===== src/rtl/jtag_mem_pkg.sv =====
// Shared types and constants for the JTAG-to-memory bridge.
package jtag_mem_pkg;

  // Memory handshake states
  typedef enum logic [1:0] {
    IDLE,
    RD_REQ,
    RD_WAIT,
    WR_REQ
  } req_state_t;

  // The sticky error flag sits in the MSB of the capture word
  function automatic int unsigned err_bit_pos(input int unsigned data_w);
    return data_w - 1;
  endfunction

  // Replicated across the whole word when a read word is not ready in time
  localparam logic UNDERRUN_FILL = 1'b1;

endpackage


===== src/rtl/jtag_mem_req_fsm.sv =====
// Memory request/grant/rvalid handshake with one-word read buffer.
// A read request that cannot start immediately is held pending. A read
// that is still outstanding when the buffer is flushed is marked dropped,
// and its data is discarded when it arrives.
module jtag_mem_req_fsm
  import jtag_mem_pkg::*;
#(
  parameter int unsigned DATA_W = 64,
  parameter int unsigned ADDR_W = 32
) (
  input  logic              i_clk,
  input  logic              i_rst,
  input  logic              i_rd_start,
  input  logic [ADDR_W-1:0] i_rd_addr,
  input  logic              i_wr_start,
  input  logic [ADDR_W-1:0] i_wr_addr,
  input  logic [DATA_W-1:0] i_wr_data,
  input  logic              i_flush,
  output logic              o_idle,
  output logic              o_rbuf_valid,
  output logic [DATA_W-1:0] o_rbuf,
  output logic              o_rd_bypass,
  output logic              o_mem_req,
  output logic              o_mem_we,
  output logic [ADDR_W-1:0] o_mem_addr,
  output logic [DATA_W-1:0] o_mem_wdata,
  output logic [DATA_W/8-1:0] o_mem_be,
  input  logic              i_mem_gnt,
  input  logic              i_mem_rvalid,
  input  logic [DATA_W-1:0] i_mem_rdata
);

  req_state_t          r_state;
  req_state_t          w_state_nxt;
  logic                r_drop;
  logic                r_pend;
  logic [ADDR_W-1:0]   r_pend_addr;
  logic                r_rbuf_valid;
  logic [DATA_W-1:0]   r_rbuf;
  logic                r_req;
  logic                r_we;
  logic [ADDR_W-1:0]   r_addr;
  logic [DATA_W-1:0]   r_wdata;
  logic [DATA_W/8-1:0] r_be;

  logic                w_issue;
  logic                w_issue_we;
  logic                w_issue_pend;
  logic [ADDR_W-1:0]   w_issue_addr;
  logic                w_rd_done;
  logic                w_outstanding;

  assign w_rd_done     = (r_state == RD_WAIT) && i_mem_rvalid && !r_drop;
  assign w_outstanding = (r_state == RD_REQ) || (r_state == RD_WAIT);

  assign o_idle        = (r_state == IDLE);
  assign o_rbuf_valid  = r_rbuf_valid;
  assign o_rbuf        = r_rbuf;
  assign o_rd_bypass   = w_rd_done;
  assign o_mem_req     = r_req;
  assign o_mem_we      = r_we;
  assign o_mem_addr    = r_addr;
  assign o_mem_wdata   = r_wdata;
  assign o_mem_be      = r_be;

  // Next state and request launch decode
  always_comb begin
    w_state_nxt  = r_state;
    w_issue      = 1'b0;
    w_issue_we   = 1'b0;
    w_issue_pend = 1'b0;
    w_issue_addr = i_rd_addr;
    unique case (r_state)
      IDLE: begin
        if (i_wr_start) begin
          w_state_nxt  = WR_REQ;
          w_issue      = 1'b1;
          w_issue_we   = 1'b1;
          w_issue_addr = i_wr_addr;
        end else if (i_rd_start) begin
          w_state_nxt  = RD_REQ;
          w_issue      = 1'b1;
        end else if (r_pend && !i_flush) begin
          w_state_nxt  = RD_REQ;
          w_issue      = 1'b1;
          w_issue_pend = 1'b1;
          w_issue_addr = r_pend_addr;
        end
      end
      RD_REQ:  if (i_mem_gnt)    w_state_nxt = RD_WAIT;
      RD_WAIT: if (i_mem_rvalid) w_state_nxt = IDLE;
      WR_REQ:  if (i_mem_gnt)    w_state_nxt = IDLE;
      default: w_state_nxt = IDLE;
    endcase
  end

  // State register and registered memory-side outputs
  always_ff @(posedge i_clk) begin
    if (i_rst) begin
      r_state <= IDLE;
      r_req   <= 1'b0;
      r_we    <= 1'b0;
      r_addr  <= '0;
      r_wdata <= '0;
      r_be    <= '0;
    end else begin
      r_state <= w_state_nxt;
      r_req   <= (w_state_nxt == RD_REQ) || (w_state_nxt == WR_REQ);
      if (w_issue) begin
        r_we   <= w_issue_we;
        r_addr <= w_issue_addr;
        r_be   <= '1;
      end
      if (w_issue_we) r_wdata <= i_wr_data;
    end
  end

  // Pending read, drop flag and read buffer
  always_ff @(posedge i_clk) begin
    if (i_rst) begin
      r_pend       <= 1'b0;
      r_pend_addr  <= '0;
      r_drop       <= 1'b0;
      r_rbuf_valid <= 1'b0;
      r_rbuf       <= '0;
    end else begin
      if (i_rd_start && (r_state != IDLE)) begin
        r_pend      <= 1'b1;
        r_pend_addr <= i_rd_addr;
      end else if (i_flush || w_issue_pend) begin
        r_pend      <= 1'b0;
      end

      if ((r_state == RD_WAIT) && i_mem_rvalid) r_drop <= 1'b0;
      else if (i_flush && w_outstanding)       r_drop <= 1'b1;

      if (i_flush) begin
        r_rbuf_valid <= 1'b0;
      end else if (w_rd_done) begin
        r_rbuf_valid <= 1'b1;
        r_rbuf       <= i_mem_rdata;
      end
    end
  end

endmodule


===== src/rtl/jtag_mem_bridge.sv =====
// JTAG user-register to memory bridge: shift register, bit counter and
// address stepping; memory handshake lives in jtag_mem_req_fsm.
module jtag_mem_bridge
  import jtag_mem_pkg::*;
#(
  parameter  int unsigned DATA_W = 64,
  parameter  int unsigned ADDR_W = 32,
  localparam int unsigned CNT_W  = $clog2(DATA_W) + 1
) (
  input  logic                i_tck,
  input  logic                i_reset,
  input  logic                i_sel,
  input  logic                i_capture,
  input  logic                i_shift,
  input  logic                i_update,
  input  logic                i_tdi,
  output logic                o_tdo,
  input  logic                i_wr,
  input  logic                i_inc,
  input  logic [ADDR_W-1:0]   i_addr0,
  output logic                o_mem_req,
  output logic                o_mem_we,
  output logic [ADDR_W-1:0]   o_mem_addr,
  output logic [DATA_W-1:0]   o_mem_wdata,
  output logic [DATA_W/8-1:0] o_mem_be,
  input  logic                i_mem_gnt,
  input  logic                i_mem_rvalid,
  input  logic [DATA_W-1:0]   i_mem_rdata,
  output logic                o_err
);

  localparam int unsigned       ERR_BIT = err_bit_pos(DATA_W);
  localparam logic [ADDR_W-1:0] STRIDE  = ADDR_W'(DATA_W / 8);

  logic [DATA_W-1:0] r_sr;
  logic [CNT_W-1:0]  r_cnt;
  logic [ADDR_W-1:0] r_addr;
  logic              r_wr;
  logic              r_err;

  logic              w_capture;
  logic              w_shift;
  logic              w_update;
  logic              w_boundary;
  logic              w_wr_bnd;
  logic              w_rd_bnd;
  logic              w_fsm_idle;
  logic              w_rbuf_valid;
  logic [DATA_W-1:0] w_rbuf;
  logic              w_rd_bypass;
  logic              w_wr_start;
  logic              w_overrun;
  logic              w_underrun;
  logic              w_rd_start;
  logic              w_flush;
  logic [ADDR_W-1:0] w_addr_adv;
  logic [ADDR_W-1:0] w_rd_addr;
  logic [DATA_W-1:0] w_shifted;
  logic [DATA_W-1:0] w_cap_word;
  logic [DATA_W-1:0] w_rd_word;

  assign w_capture  = i_sel && i_capture;
  assign w_shift    = i_sel && i_shift && !i_capture;
  assign w_update   = i_sel && i_update && !i_capture && !i_shift;
  assign w_shifted  = {i_tdi, r_sr[DATA_W-1:1]};
  assign w_boundary = w_shift && (r_cnt == CNT_W'(DATA_W - 1));
  assign w_wr_bnd   = w_boundary && r_wr;
  assign w_rd_bnd   = w_boundary && !r_wr;

  assign w_addr_adv = i_inc ? (r_addr + STRIDE) : r_addr;
  assign w_wr_start = w_wr_bnd && w_fsm_idle;
  assign w_overrun  = w_wr_bnd && !w_fsm_idle;
  assign w_underrun = w_rd_bnd && !w_rbuf_valid && !w_rd_bypass;
  assign w_rd_start = (w_capture && !i_wr) || w_rd_bnd;
  assign w_rd_addr  = w_capture ? i_addr0 : w_addr_adv;
  assign w_flush    = w_capture || w_rd_bnd;

  assign o_tdo      = r_sr[0];
  assign o_err      = r_err;

  // Capture word and the word loaded at a read boundary
  always_comb begin
    w_cap_word              = '0;
    w_cap_word[ADDR_W-1:0]  = i_addr0;
    w_cap_word[ERR_BIT]     = r_err;
    if (w_rbuf_valid)     w_rd_word = w_rbuf;
    else if (w_rd_bypass) w_rd_word = i_mem_rdata;
    else                  w_rd_word = {DATA_W{UNDERRUN_FILL}};
  end

  // Shift register, counter, address and sticky error
  always_ff @(posedge i_tck) begin
    if (i_reset) begin
      r_sr   <= '0;
      r_cnt  <= '0;
      r_addr <= '0;
      r_wr   <= 1'b0;
      r_err  <= 1'b0;
    end else if (w_capture) begin
      r_sr   <= w_cap_word;
      r_cnt  <= '0;
      r_addr <= i_addr0;
      r_wr   <= i_wr;
      r_err  <= 1'b0;
    end else if (w_shift) begin
      if (w_boundary) begin
        r_cnt <= '0;
        r_sr  <= r_wr ? w_shifted : w_rd_word;
      end else begin
        r_cnt <= r_cnt + CNT_W'(1);
        r_sr  <= w_shifted;
      end
      if (w_rd_bnd || (w_wr_start && i_inc)) r_addr <= w_addr_adv;
      if (w_overrun || w_underrun)           r_err  <= 1'b1;
    end else if (w_update) begin
      r_cnt <= '0;
    end
  end

  jtag_mem_req_fsm #(
    .DATA_W (DATA_W),
    .ADDR_W (ADDR_W)
  ) u_req_fsm (
    .i_clk        (i_tck),
    .i_rst        (i_reset),
    .i_rd_start   (w_rd_start),
    .i_rd_addr    (w_rd_addr),
    .i_wr_start   (w_wr_start),
    .i_wr_addr    (r_addr),
    .i_wr_data    (w_shifted),
    .i_flush      (w_flush),
    .o_idle       (w_fsm_idle),
    .o_rbuf_valid (w_rbuf_valid),
    .o_rbuf       (w_rbuf),
    .o_rd_bypass  (w_rd_bypass),
    .o_mem_req    (o_mem_req),
    .o_mem_we     (o_mem_we),
    .o_mem_addr   (o_mem_addr),
    .o_mem_wdata  (o_mem_wdata),
    .o_mem_be     (o_mem_be),
    .i_mem_gnt    (i_mem_gnt),
    .i_mem_rvalid (i_mem_rvalid),
    .i_mem_rdata  (i_mem_rdata)
  );

endmodule


===== config.mk =====
export PLATFORM = sky130hd
export DESIGN_NAME = jtag_mem_bridge
export DESIGN_NICKNAME = d
export VERILOG_FILES = /design/src/rtl/jtag_mem_pkg.sv /design/src/rtl/jtag_mem_req_fsm.sv /design/src/rtl/jtag_mem_bridge.sv
export SDC_FILE = /design/constraint.sdc
export NUM_CORES = 1
export LEC_CHECK = 0
export ABC_AREA = 1
export BUFFER_PORTS_ARGS = -buffer_cell sky130_fd_sc_hd__buf_2
export CORE_UTILIZATION = 30
export CTS_CLUSTER_SIZE = 40
export DETAILED_ROUTE_END_ITERATION = 10
export PLACE_DENSITY = 0.59
export SLEW_MARGIN = 20
export SYNTH_ARGS = -nofsm -noshare
export SYNTH_HDL_FRONTEND = slang
export SYNTH_SLANG_ARGS = --single-unit

===== constraint.sdc =====
create_clock -name i_tck -period 3.6 [get_ports i_tck]
set_input_delay 0.36 -clock i_tck [delete_from_list [all_inputs] [get_ports i_tck]]
set_output_delay 0.36 -clock i_tck [all_outputs]
set_load 0.1 [all_outputs]

==> impl_metrics.env <==
export IMPL_status="finished clean"
export IMPL_root_buffer="clkbuf_16"
export IMPL_finalCriticalPeriod_ns=2.77
export IMPL_drt_iter0_drc=1055
export IMPL_max_freq_mhz=361
export IMPL_gp_congestion=0.861
export IMPL_cp_data_required_time_ns=4.04
export IMPL_wl_met1_mm=20.9
export IMPL_setup_viol=0
export IMPL_cap_violations=0
export IMPL_grt_usage=0.198
export IMPL_fin_nets=2237
export IMPL_vias=14100
export IMPL_synthCells=1999
export IMPL_worstMarginPinSlew_ns=0.900
export IMPL_clock_sinks=305
export IMPL_ys_seq_area_frac=0.435
export IMPL_drc_errors=0
export IMPL_critPathTopFamily="simple AND/OR/NAND/NOR gates"
export IMPL_crit_top_cell="nand2_2"
export IMPL_chipHeight_microns=218
export IMPL_grt_pass1_wl_mm=74.6
export IMPL_start_kind="flop"
export IMPL_cpPeakStageDelay_ns=0.44
export IMPL_synth_cell_types=38
export IMPL_io_pins=215
export IMPL_setup_worst_path_end_class="flop"
export IMPL_ys_ff_latch=305
export IMPL_cts_resized=0
export IMPL_grt_pass1_vias=13000
export IMPL_yosys_cell_count_top_type="dfxtp_1"
export IMPL_synth_top_cell_area_share=0.435
export IMPL_slew_headroom=0.400
export IMPL_port_buffers=214
export IMPL_clock_path_buffers=3
export IMPL_post_drt_wl_per_cell_microns=17.5
export IMPL_htree_levels=2
export IMPL_synth_edf_count=0
export IMPL_setup_tns_ns=0
export IMPL_min_period_over_period=0.769
export IMPL_die_area_sq_um=47700
export IMPL_fillers=4861
export IMPL_synth_top_cells_by_count="dfxtp_1, o21ai_0, nand2_1"
export IMPL_syn_to_final_growth_pct=18.8
export IMPL_critical_path_class="flop to flop"
export IMPL_finClkSkew_ns=0.0225
export IMPL_final_hold_violation_count=0
export IMPL_start_util=0.307
export IMPL_power_density_nw_per_um2=472
export IMPL_overflow=0
export IMPL_dr_wl_met3_mm=3.36
export IMPL_netlist_area_sq_um=14000
export IMPL_irDropWorstVdd_mv=0.306
export IMPL_core_sq_um=45800
export IMPL_synth_warnings=0
export IMPL_p_leak_nw=7.32
export IMPL_grt_max_degree=103
export IMPL_r2r_cells=14
export IMPL_critical_path_cell_chain="ha_1, nand2_2, nor2_4, nand2_2, nor2_4, nand3_4, clkinv_4, nand2_4, nand3_2, nand2_2, inv_2, o21ai_0, nor2_1, nor2_1"
export IMPL_num_rows=78
export IMPL_dr_pass1_iters=5
export IMPL_synth_area_top_cells="dfxtp_1, o21ai_0, nand2_1"
export IMPL_antenna_found_initial=6
export IMPL_worstPathArrival_ns=3.21
export IMPL_drive_gt1_frac=0.154
export IMPL_maxSlewViolCount=0
export IMPL_clkSlewWorstSetupHoldPaths_ns=0.06
export IMPL_hold_depth=3
export IMPL_insertion_delay_ns=0.55
export IMPL_wirelength_mm=48.1
export IMPL_vias_per_cell=5.13
export IMPL_postRouteAntennaNets=0
export IMPL_yosysTopAreaCell="dfxtp_1"
export IMPL_syn_num_nets=2112
export IMPL_synth_ff_type="dfxtp_1"
export IMPL_cts_buffers=36
export IMPL_highest_layer="met5"
export IMPL_hp_class="primary input to flop"
export IMPL_cp_max_fo=33
export IMPL_postCtsHoldBufs=0
export IMPL_path_buf_inv=2
export IMPL_synth_avg_cell_area_sq_um=7.02
export IMPL_die_w_microns=218
export IMPL_fin_util=0.365
export IMPL_slowest_stage="inv_2"
export IMPL_wl_met2_mm=22.5
export IMPL_cts_tree="built"
export IMPL_hpwl_mm=32.3
export IMPL_rsz0062_at_grt="false"
export IMPL_post_cts_setup_buffers=0
export IMPL_async_reset_ff_frac=0
export IMPL_worst_path_stages=14
## worst min-delay path, cell delays in order
cell and delay (ns):
buf_2 0.10, nand3_1 0.07, a21oi_1 0.06
## stage by stage
stage          setup WS, ns  cell area, sq um  total power [mW]  hold slack [ns]  cells
6_report              0.832             16700              7.87            0.107   2754
5_1_grt               0.522             16700              8.16           0.0952   2752
4_1_cts               0.784             16600              7.98           0.0715   2749
3_5_place_dp          0.798             15500              4.29            0.440   2685
3_3_place_gp          0.856             15500              4.28            0.434   2685
2_1_floorplan          1.68             14000              4.06            0.424   1999
## flip-flops by register name, summed over array words and instances, names as in the netlist, 2 cells and up
| signal | cells |
|---|---|
| u_req_fsm.o_mem_wdata | 64 |
| u_req_fsm.o_rbuf | 64 |
| r_sr | 64 |
| u_req_fsm.r_state | 2 |
| r_cnt | 7 |
| r_addr | 32 |
| u_req_fsm.r_pend_addr | 32 |
| u_req_fsm.o_mem_addr | 32 |
## path summary, 6_finish.rpt
| kind | startpoint | end | slack [ns] |
|---|---|---|---|
| worst min register to register | u_req_fsm.o_rbuf[50] | u_req_fsm.o_rbuf[50] | 0.45 |
| worst min-delay path | i_mem_rdata[24] | u_req_fsm.o_rbuf[24] | 0.11 |
| worst max-delay path | r_cnt[0] | u_req_fsm.o_mem_addr[9] | 0.83 |
| worst max register to register | r_cnt[0] | u_req_fsm.o_mem_addr[9] | 0.83 |
## cell usage in the layout, fill, tap and decap left out, types with 2 or more instances in the layout
| master | count |
|---|---|
| nor3_1 | 43 |
| nor2_4 | 4 |
| nand3_2 | 2 |
| nand2_1 | 285 |
| buf_2 | 213 |
| clkinv_2 | 8 |
| clkbuf_8 | 9 |
| nand4_1 | 6 |
| a21oi_1 | 179 |
| buf_12 | 4 |
| ha_1 | 6 |
| clkinv_1 | 2 |
| o21ai_0 | 290 |
| clkbuf_1 | 6 |
| inv_1 | 174 |
| inv_2 | 7 |
| nand3_1 | 119 |
| diode_2 | 4 |
| a31oi_1 | 38 |
| o21ai_1 | 11 |
| nand2_2 | 5 |
| inv_6 | 3 |
| or2_2 | 3 |
| dfxtp_1 | 305 |
| o211ai_1 | 83 |
| a211oi_1 | 15 |
| xnor2_1 | 2 |
| o22ai_1 | 3 |
| clkbuf_16 | 37 |
| nor2_2 | 4 |
| o21bai_1 | 8 |
| nor2_1 | 239 |
| buf_4 | 23 |
## kinds of logic after synthesis
group	synth area share
fa+ha+maj	0.00535
buf+inv	0.0966
compound gates	0.248
simple gates	0.214
flops	0.435
xor+xnor	0.00125
## power breakdown
group	switching (mW)	internal, mW	leakage, nW
Combinational	0.505	0.177	4.26
Clock	1.50	2.15	0.589
Sequential	0.0788	3.46	2.47
Total	2.09	5.78	7.32
## layer usage
| layer | global-route usage | vias to the layer above |
|---|---|---|
| li1 | - | 6963 |
| met1 | 0.258 | 6630 |
| met2 | 0.321 | 468 |
| met3 | 0.0408 | 71 |
| met4 | 0.0737 | 4 |
| met5 | 0 | - |
## layout make-up
| cell class | count | area (sq um) | area share |
|---|---|---|---|
| clock inverters | 12 | 103 | 0.00615 |
| diodes | 4 | 10.0 | 0.000600 |
| clock buffers | 52 | 1070 | 0.0643 |
| well taps | 600 | 751 | 0.0450 |
| repair buffers | 241 | 1350 | 0.0807 |
| multi-input cells | 1354 | 6590 | 0.395 |
| flip-flops and latches | 305 | 6110 | 0.366 |
| inverters | 186 | 707 | 0.0424 |
Power figures use the tool's default switching activity.
